$ cat src/rtl/calendar_defs.vh
// Calendar constants shared by the day, month and year counters.
// Months are BCD {tens,ones}; day limits are BCD {tens[1:0],ones[3:0]}.
localparam logic [4:0] JAN = 5'h01;
localparam logic [4:0] FEB = 5'h02;
localparam logic [4:0] MAR = 5'h03;
localparam logic [4:0] APR = 5'h04;
localparam logic [4:0] MAY = 5'h05;
localparam logic [4:0] JUN = 5'h06;
localparam logic [4:0] JUL = 5'h07;
localparam logic [4:0] AUG = 5'h08;
localparam logic [4:0] SEP = 5'h09;
localparam logic [4:0] OCT = 5'h10;
localparam logic [4:0] NOV = 5'h11;
localparam logic [4:0] DEC = 5'h12;

localparam logic [5:0] D28 = 6'h28;
localparam logic [5:0] D29 = 6'h29;
localparam logic [5:0] D30 = 6'h30;
localparam logic [5:0] D31 = 6'h31;

$ cat src/rtl/month_ctrl_pkg.sv
// Month counter types and helpers: step kinds, month legality, leap decode
// and the month-length table.
package month_ctrl_pkg;

  `include "calendar_defs.vh"

  typedef enum logic [1:0] {
    STEP_HOLD,
    STEP_ADV,
    STEP_RET,
    STEP_FIX
  } step_e;

  function automatic logic month_legal(input logic [4:0] m);
    if (m[4]) return (m[3:0] <= 4'd2);
    return (m[3:0] != 4'd0) && (m[3:0] <= 4'd9);
  endfunction

  // Years are 2000..2099, so leap is simply YY mod 4 == 0; in BCD that
  // depends on the parity of the tens digit.
  function automatic logic year_is_leap(input logic [3:0] tens, input logic [3:0] ones);
    if ((tens > 4'd9) || (ones > 4'd9)) return 1'b0;
    if (!tens[0]) return (ones == 4'd0) || (ones == 4'd4) || (ones == 4'd8);
    return (ones == 4'd2) || (ones == 4'd6);
  endfunction

  function automatic logic [5:0] days_in_month(input logic [4:0] m, input logic leap);
    logic [5:0] d;
    d = D31;
    case (m)
      JAN, MAR, MAY, JUL, AUG, OCT, DEC: d = D31;
      APR, JUN, SEP, NOV:                d = D30;
      FEB:                               d = leap ? D29 : D28;
      default:                           d = D31;
    endcase
    return d;
  endfunction

endpackage

$ cat src/rtl/month_lastday_lut.sv
// Combinational last-day-of-month lookup in BCD.
module month_lastday_lut
  import month_ctrl_pkg::*;
(
  input  logic       month_tens_i,
  input  logic [3:0] month_ones_i,
  input  logic       leap_i,
  output logic [1:0] lastday_tens_o,
  output logic [3:0] lastday_ones_o
);

  logic [5:0] lastday;

  always_comb begin
    lastday = days_in_month({month_tens_i, month_ones_i}, leap_i);
  end

  assign lastday_tens_o = lastday[5:4];
  assign lastday_ones_o = lastday[3:0];

endmodule

$ cat src/rtl/month_ctrl.sv
// BCD month counter (01..12) with leap-aware last-day output, year carry
// and a one-shot day clamp request toward the day counter.
module month_ctrl
  import month_ctrl_pkg::*;
#(
  parameter int RESET_MONTH    = 1,
  parameter bit YEAR_EN_ON_SET = 1'b0
) (
  input  logic       clk,
  input  logic       rst_n,
  input  logic       month_en_i,
  input  logic       incr_i,
  input  logic       dcr_i,
  input  logic [3:0] year_ones_i,
  input  logic [3:0] year_tens_i,
  input  logic [3:0] day_ones_i,
  input  logic [1:0] day_tens_i,
  output logic [3:0] month_ones_o,
  output logic       month_tens_o,
  output logic [3:0] lastday_ones_o,
  output logic [1:0] lastday_tens_o,
  output logic       year_en_o,
  output logic       day_clamp_o
);

  localparam logic [4:0] RST_MONTH   = {(RESET_MONTH >= 10), 4'(RESET_MONTH % 10)};
  localparam logic [5:0] RST_LASTDAY = days_in_month(RST_MONTH, 1'b0);

  logic [4:0] month_q, month_d;
  logic [5:0] lastday_q;
  logic [5:0] day_q;
  logic       over_q;
  logic       year_en_q, year_en_d;
  logic       day_clamp_q;
  logic [1:0] ld_tens_d;
  logic [3:0] ld_ones_d;
  logic       adv, ret, wrap, leap, over;
  step_e      step;

  assign adv  = month_en_i | incr_i;
  assign ret  = dcr_i & ~adv;
  assign leap = year_is_leap(year_tens_i, year_ones_i);

  always_comb begin
    step = STEP_HOLD;
    if (!month_legal(month_q)) step = STEP_FIX;
    else if (adv)              step = STEP_ADV;
    else if (ret)              step = STEP_RET;
  end

  // Step logic: the only BCD carries are 09<->10 and the 12<->01 wrap.
  always_comb begin
    month_d = month_q;
    wrap    = 1'b0;
    case (step)
      STEP_FIX: month_d = JAN;
      STEP_ADV: begin
        if (month_q == DEC) begin
          month_d = JAN;
          wrap    = 1'b1;
        end else if (month_q == SEP) begin
          month_d = OCT;
        end else begin
          month_d = month_q + 5'd1;
        end
      end
      STEP_RET: begin
        if (month_q == OCT)      month_d = SEP;
        else if (month_q == JAN) month_d = DEC;
        else                     month_d = month_q - 5'd1;
      end
      default: month_d = month_q;
    endcase
  end

  assign year_en_d = wrap & (month_en_i | (YEAR_EN_ON_SET & incr_i));

  month_lastday_lut u_lastday_lut (
    .month_tens_i   (month_d[4]),
    .month_ones_i   (month_d[3:0]),
    .leap_i         (leap),
    .lastday_tens_o (ld_tens_d),
    .lastday_ones_o (ld_ones_d)
  );

  always_comb begin
    over = 1'b0;
    if (day_q[5:4] > lastday_q[5:4])
      over = 1'b1;
    else if ((day_q[5:4] == lastday_q[5:4]) && (day_q[3:0] > lastday_q[3:0]))
      over = 1'b1;
  end

  always_ff @(posedge clk or negedge rst_n) begin
    if (!rst_n) begin
      month_q     <= RST_MONTH;
      lastday_q   <= RST_LASTDAY;
      day_q       <= '0;
      over_q      <= 1'b0;
      year_en_q   <= 1'b0;
      day_clamp_q <= 1'b0;
    end else begin
      month_q     <= month_d;
      lastday_q   <= {ld_tens_d, ld_ones_d};
      day_q       <= {day_tens_i, day_ones_i};
      over_q      <= over;
      year_en_q   <= year_en_d;
      // Fires on the rising edge of the compare only; re-arms once it drops.
      day_clamp_q <= over & ~over_q;
    end
  end

  assign month_tens_o   = month_q[4];
  assign month_ones_o   = month_q[3:0];
  assign lastday_tens_o = lastday_q[5:4];
  assign lastday_ones_o = lastday_q[3:0];
  assign year_en_o      = year_en_q;
  assign day_clamp_o    = day_clamp_q;

endmodule

$ cat config.mk
export PLATFORM = sky130hd
export DESIGN_NAME = month_ctrl
export DESIGN_NICKNAME = d
export VERILOG_FILES = /design/src/rtl/month_ctrl_pkg.sv /design/src/rtl/month_lastday_lut.sv /design/src/rtl/month_ctrl.sv
export VERILOG_INCLUDE_DIRS = /design/src /design/src/rtl
export SDC_FILE = /design/constraint.sdc
export NUM_CORES = 1
export LEC_CHECK = 0
export ABC_AREA = 1
export CORE_MARGIN = 2
export CORE_UTILIZATION = 44
export CTS_CLUSTER_SIZE = 12
export DETAILED_ROUTE_END_ITERATION = 10
export PLACE_DENSITY = 0.72
export SYNTH_ARGS = -nofsm -noshare
export SYNTH_HDL_FRONTEND = slang
export SYNTH_SLANG_ARGS = --single-unit
$ cat constraint.sdc
create_clock -name clk -period 1.9 [get_ports clk]
set_input_delay 0.19 -clock clk [delete_from_list [all_inputs] [get_ports clk]]
set_output_delay 0.19 -clock clk [all_outputs]
set_load 0.05 [all_outputs]
# Word level (Yosys, flattened, before mapping)
# Index checks and enable logic that the tools add are counted.
[word_totals]
output_inout_bits = 13
ff_bits = 20
inputBits = 19
word_cells = 70
[op_classes]
bitwise_logic = 6
reduce_logical = 9
muxes = 24
magnitude_cmp = 6
eq_ne = 17
n_addsub = 2
[ops]
columns = ["operator", "count"]
rows = [
  ["$mux W5", 4],
  ["$eq A5 B5 Y1 const B", 3],
  ["$mux W1", 15],
  ["$pmux W5 S3", 1],
  ["$pmux W6 S2", 1],
  ["$eq A5 B3 Y1 const B", 2],
  ["$eq A5 B4 Y1 const B", 2],
  ["$eq A4 B3 Y1 const B", 2],
  ["$gt A4 B4 Y1 const B", 2],
  ["$mux W2", 3],
  ["$add A5 B1 Y5 const B", 1],
  ["$eq A5 B1 Y1 const B", 1],
  ["$eq A5 B2 Y1 const B", 1],
  ["$sub A5 B1 Y5 const B", 1],
  ["$eq A2 B2 Y1 const B", 2],
  ["$eq A4 B2 Y1 const B", 1],
  ["$eq A4 B4 Y1 const B", 1],
  ["$gt A4 B4 Y1", 1],
  ["$le A4 B2 Y1 const B", 1],
  ["$le A4 B4 Y1 const B", 1],
  ["$logic_not A4 Y1", 1],
  ["$logic_or A1 B1 Y1", 4],
  ["$reduce_bool A4 Y1", 1],
  ["$reduce_or A4 Y1", 1],
  ["7 further kinds", 11],
]

# Depth between registers and ports, before layout
[depth]
ltp_word = 11
depth_mapped = 17
mapped_depth_nobuf = 16

# Hierarchy
# From an unflattened synthesis, not the netlist that was laid out.
[unflattened]
cells_unflattened = 166
hier_area_um2 = 1316.3
[modules_own_cells]
columns = ["module", "area_per_inst_um2", "instances", "seq_area_each_um2", "cells_each"]
rows = [
  ["month_ctrl", 1209.9, 1, 505.5, 142],
  ["month_lastday_lut", 106.4, 1, 0.0, 24],
]

# Worst setup path before layout
# OpenSTA, ideal clock, no wires.
[synth_path]
path_type = "reg2reg"
from = "register month_q[0]"
to = "register lastday_q[0]"
path_stages_with_launch = 18
setup_time_ns = 0.076
synth_period_minus_slack_ns = 2.225
required_ns = 1.824
t_arrival_ns = 2.150
setup_slack_ns = -0.325
path_cell_list = "dfstp_2 -> inv_1 -> ha_1 -> inv_1 -> nand2_2 -> nand2_2 -> nand3_2 -> nand2_1 -> nand2_2 -> buf_6 -> nand3b_1 -> nand2_2 -> nor2_4 -> nand2_1 -> nor2_1 -> nand2_1 -> nand2_1 -> nand2_1"
[synth_via]
elab_chain_len = 9
word_cells_on_any_way = 28
[synth_rtl]
columns = ["element", "line", "source"]
rows = [
  ["start: declaration", "month_ctrl.sv:29", "logic [4:0] month_q, month_d;"],
  ["start signal: assignment", "month_ctrl.sv:103", "month_q <= month_d;"],
  ["$le A4 B2 Y1 (tied with other cells)", "month_ctrl_pkg.sv:15", "if (m[4]) return (m[3:0] <= 4'd2);"],
  ["$mux W1 or $logic_and A1 B1 Y1 (tied branches)", "month_ctrl_pkg.sv:15, month_ctrl_pkg.sv:16", ""],
  ["$mux W1", "month_ctrl_pkg.sv:16", "return (m[3:0] != 4'd0) && (m[3:0] <= 4'd9);"],
  ["$mux W2", "month_ctrl.sv:46", "if (!month_legal(month_q)) step = STEP_FIX;"],
  ["$eq A2 B2 Y1 or $eq A2 B1 Y1 (tied branches)", "month_ctrl.sv:55", "case (step)"],
  ["$pmux W5 S3 (*)", "month_ctrl.sv:55", ""],
  ["$eq A5 B3 Y1 (tied with other cells)", "month_ctrl_pkg.sv:30", "case (m)"],
  ["$reduce_or A4 Y1", "month_ctrl_pkg.sv:30", ""],
  ["$pmux W6 S2 (*)", "month_ctrl_pkg.sv:30", ""],
  ["net ld_ones_d[0]", "month_ctrl.sv:36", "logic [3:0] ld_ones_d;"],
  ["end signal: assignment", "month_ctrl.sv:104", "lastday_q <= {ld_tens_d, ld_ones_d};"],
  ["end: declaration", "month_ctrl.sv:30", "logic [5:0] lastday_q;"],
]
# Mark *: on every way through the listed nets, which the timed path passes. The rest lies on a longest branch. The select of a mux whose other input is x is not followed.

# Final worst setup path
# Same ends and word-level chain as after synthesis.

==> qor.yml <==
final_layout:
  fill_cells: 228
  n_antenna_cell: 0
  final_common_cell: "nand2_1"
  drive_gt1_share_pct: 38.4
  nets: 247
  final_cell_mix: "31 x nand2_1, 24 x clkdlybuf4s50_1, 24 x buf_4"
  area_growth_pct: 41.9
  fin_cells: 250
drt:
  viasPerCell: 5.18
  wirelength_mm: 3.20
  firstDrtPassIters: 4
  drt-initial-drc-count: 47
  vias: 1294
  wl_per_cell_um: 12.8
  drc: 0
  drtAntennaViolNets: 0
setup_path:
  path_delay_family: "simple AND/OR/NAND/NOR gates"
  crit_buf_inv: 1
  worstPathMaxFanout: 4
  critPathKind: "flip-flop to flip-flop"
  reg2reg_depth: 14
  crit_chain: "buf_4 -> ha_2 -> nand3_1 -> nand2_1 -> nand2_1 -> a21oi_1 -> nand3_2 -> nand3_2 -> nand2_4 -> nor2_1 -> nor2_2 -> nand2_1 -> nand2_1 -> nand2_1"
  startpoint_type: "flip-flop"
  end_kind: "flip-flop"
  arrival_ns: 2.30
  cp.required_ns: 2.13
  cp_common_cell: "nand2_1"
  crit_path_max_incr_delay_ns: 0.66
  cp_slowest_cell: "dfstp_4"
  crit_cells: 14
synth:
  ys_seq_area_share_pct: 32.2
  synthDistinctLibCells: 27
  netlist.area_leader.share_pct: 26.3
  yosys-top-cells-area: "dfrtp_1 26%, nand2_1 9.6%, ha_1 7.5%, nand3_2 6.0%, dfstp_2 5.9%"
  synth_top_cell_by_area: "dfrtp_1"
  synth_cells: 169
  yosys_register_bits: 17
  ys_warn_count: 0
  syn_avg_cell_area_sq_um: 7.88
  syn-cell-area_sq_um: 1330
placement:
  gp_congestion: 0.903
  dp_cells: 241
  dp_slack_ns: -0.171
  dp_hpwl_mm: 2.45
  portBuffers: 28
clock_tree:
  cts.clk_slew.worst_paths_ns: 0.10
  htree_levels: 1
  tritoncts: "done"
  clkSinkCount: 17
  cts_buffer_depth: 2
  numCtsBuffers: 3
  root_buffer: "clkbuf_4"
  hold_buffers: 0
  worstSkewPairLatency_ns: 0.28
floorplan:
  io_pins: 32
  dieHeight_um: 59.0
  die_x_um: 59.0
  dieArea_sq_um: 3480
  core_area_sq_um: 2810
  row_count: 19
  start_util_pct: 47.5
outcome:
  status: "finished, violations left"
  violations: "negative setup slack"
global_route:
  grt_use_total_pct: 18.9
  grt_overflow_total: 0
  grt_max_degree: 18
  antenna_found_initial: 0
  first_global_vias: 1187
  grt_pass1_wl_mm: 5.04
pwr:
  seqPwrFrac_pct: 19.0
  ir_worst_vdd_uv: 745
  power_switching_w: 0.00142
  p_per_area_nw_per_um2: 1490
  pwr-share-clk_pct: 6.8
  combPwrFrac_pct: 74.2
  p_leak_nw: 0.924
  internal-power_w: 0.00139
  switching_share_pct: 50.5
timing:
  fmax_mhz: 485
  skew_ns: 0.000425
  fin_crit_sh_pct: 109
  finalCriticalPeriod_ns: 2.06
  layout_setup_ws_ns: -0.163
  setup_viol: 4
  grt_setup_unrepaired: "true"
  finalMaxSlewViolations: 0
  finalHoldViolations: 0
flow_run:
  maxCapViolations: 0
worst_hold_path:
  hold_class: "input pin to asynchronous set/reset pin"
-- through the flow --
stage	TNS, ns	area, sq um	hold slack (ns)	power, W	util, %
floorplan	-0.258	1360	-0.106	0.00183	-
global placement	-0.234	1750	0.395	0.00229	62.2
detailed placement	-0.376	1750	0.406	0.00233	62.2
CTS	-0.307	1810	0.217	0.00266	64.5
global route	-1.12	1890	0.218	0.00304	67.4
finish	-0.461	1890	0.213	0.00281	67.4
-- registers in the layout, summed over array words and instances (netlist names) --
register     cells
day_q            6
over_q           1
month_q          5
day_clamp_o      1
lastday_q        3
year_en_o        1
-- repair_timing --
action / CTS / global route
pin swaps: 4 / 10
setup endpoints to repair: 5 / 8
resized for setup: 4 / 18
cloned: 1 / 0
endpoints found under the hold margin: 0 / 0
buffers inserted: 2 / 2
-- layer usage --
metal | GRT usage, % | part of all wire (%) | vias to the layer above | wire (um)
met5 | 0 | 0 | - | 0
met4 | 5.84 | 2.1 | 0 | 68
met3 | 2.62 | 4.7 | 8 | 149
met2 | 33.8 | 53 | 50 | 1710
met1 | 23.3 | 40 | 602 | 1270
li1 | - | - | 634 | -
-- logic make-up (layout without fill, tap and decap cells) --
group	after synthesis	count (layout)	synth area share, %
other	2	3	0.564
xor gates and xnor gates	2	2	1.32
AOI/OAI and AO/OA	11	11	4.89
DFF	17	17	32.2
buffers and inverters	29	77	11.3
and+or+nand+nor	100	101	42.2
adders and majority gates	8	8	7.52
-- path summary, 6_finish.rpt --
| path | startpoint | end | slack (ns) |
|---|---|---|---|
| worst max-delay path | month_q[0] | lastday_q[0] | -0.16 |
| min in group clk | day_ones_i[2] | day_q[2] | 0.33 |
| worst min register to register | over_q | day_clamp_o | 0.41 |
| worst max register to register | month_q[0] | lastday_q[0] | -0.16 |
| max in group asynchronous | rst_n | lastday_q[0] | 1.43 |
| worst min-delay path | rst_n | day_clamp_o | 0.21 |
-- power by group through the flow --
stage	combinational, W	sequential (W)	clock (W)
2_1_floorplan	0.00111	0.000727	0
3_3_place_gp	0.00175	0.000536	0
3_5_place_dp	0.00179	0.000541	0
4_1_cts	0.00193	0.000533	0.000197
5_1_grt	0.00229	0.000542	0.000212
6_report	0.00209	0.000533	0.000191
-- synthesized netlist by cell type --
| master | count |
|---|---|
| conb_1 | 2 |
| nand3_2 | 8 |
| a21oi_1 | 5 |
| nor4_1 | 1 |
| xor2_1 | 2 |
| nand3_1 | 11 |
| nor2_2 | 1 |
| nand2_1 | 34 |
| and3_1 | 1 |
| nand2_4 | 1 |
| nand2_2 | 11 |
| dfstp_2 | 3 |
| o21a_4 | 1 |
| nand4_2 | 1 |
| buf_4 | 3 |
| o21ai_0 | 5 |
| buf_6 | 3 |
| nand4_1 | 4 |
| dfrtp_1 | 14 |
| inv_8 | 1 |
| inv_2 | 2 |
| ha_1 | 8 |
| inv_1 | 20 |
| nand3b_1 | 2 |
| nor2_4 | 7 |
| nor2_1 | 17 |
| nor3_1 | 1 |
-- final cells by class --
cell class	count	area, sq um	share of cell area [%]
well taps	31	38.8	2.05
multi-input cells	125	848	44.9
flip-flops and latches	17	434	23.0
repair buffers	50	443	23.4
clock buffers	4	26.3	1.39
inverters	23	98.8	5.23
No activity file was read; power rests on OpenSTA's default activity.
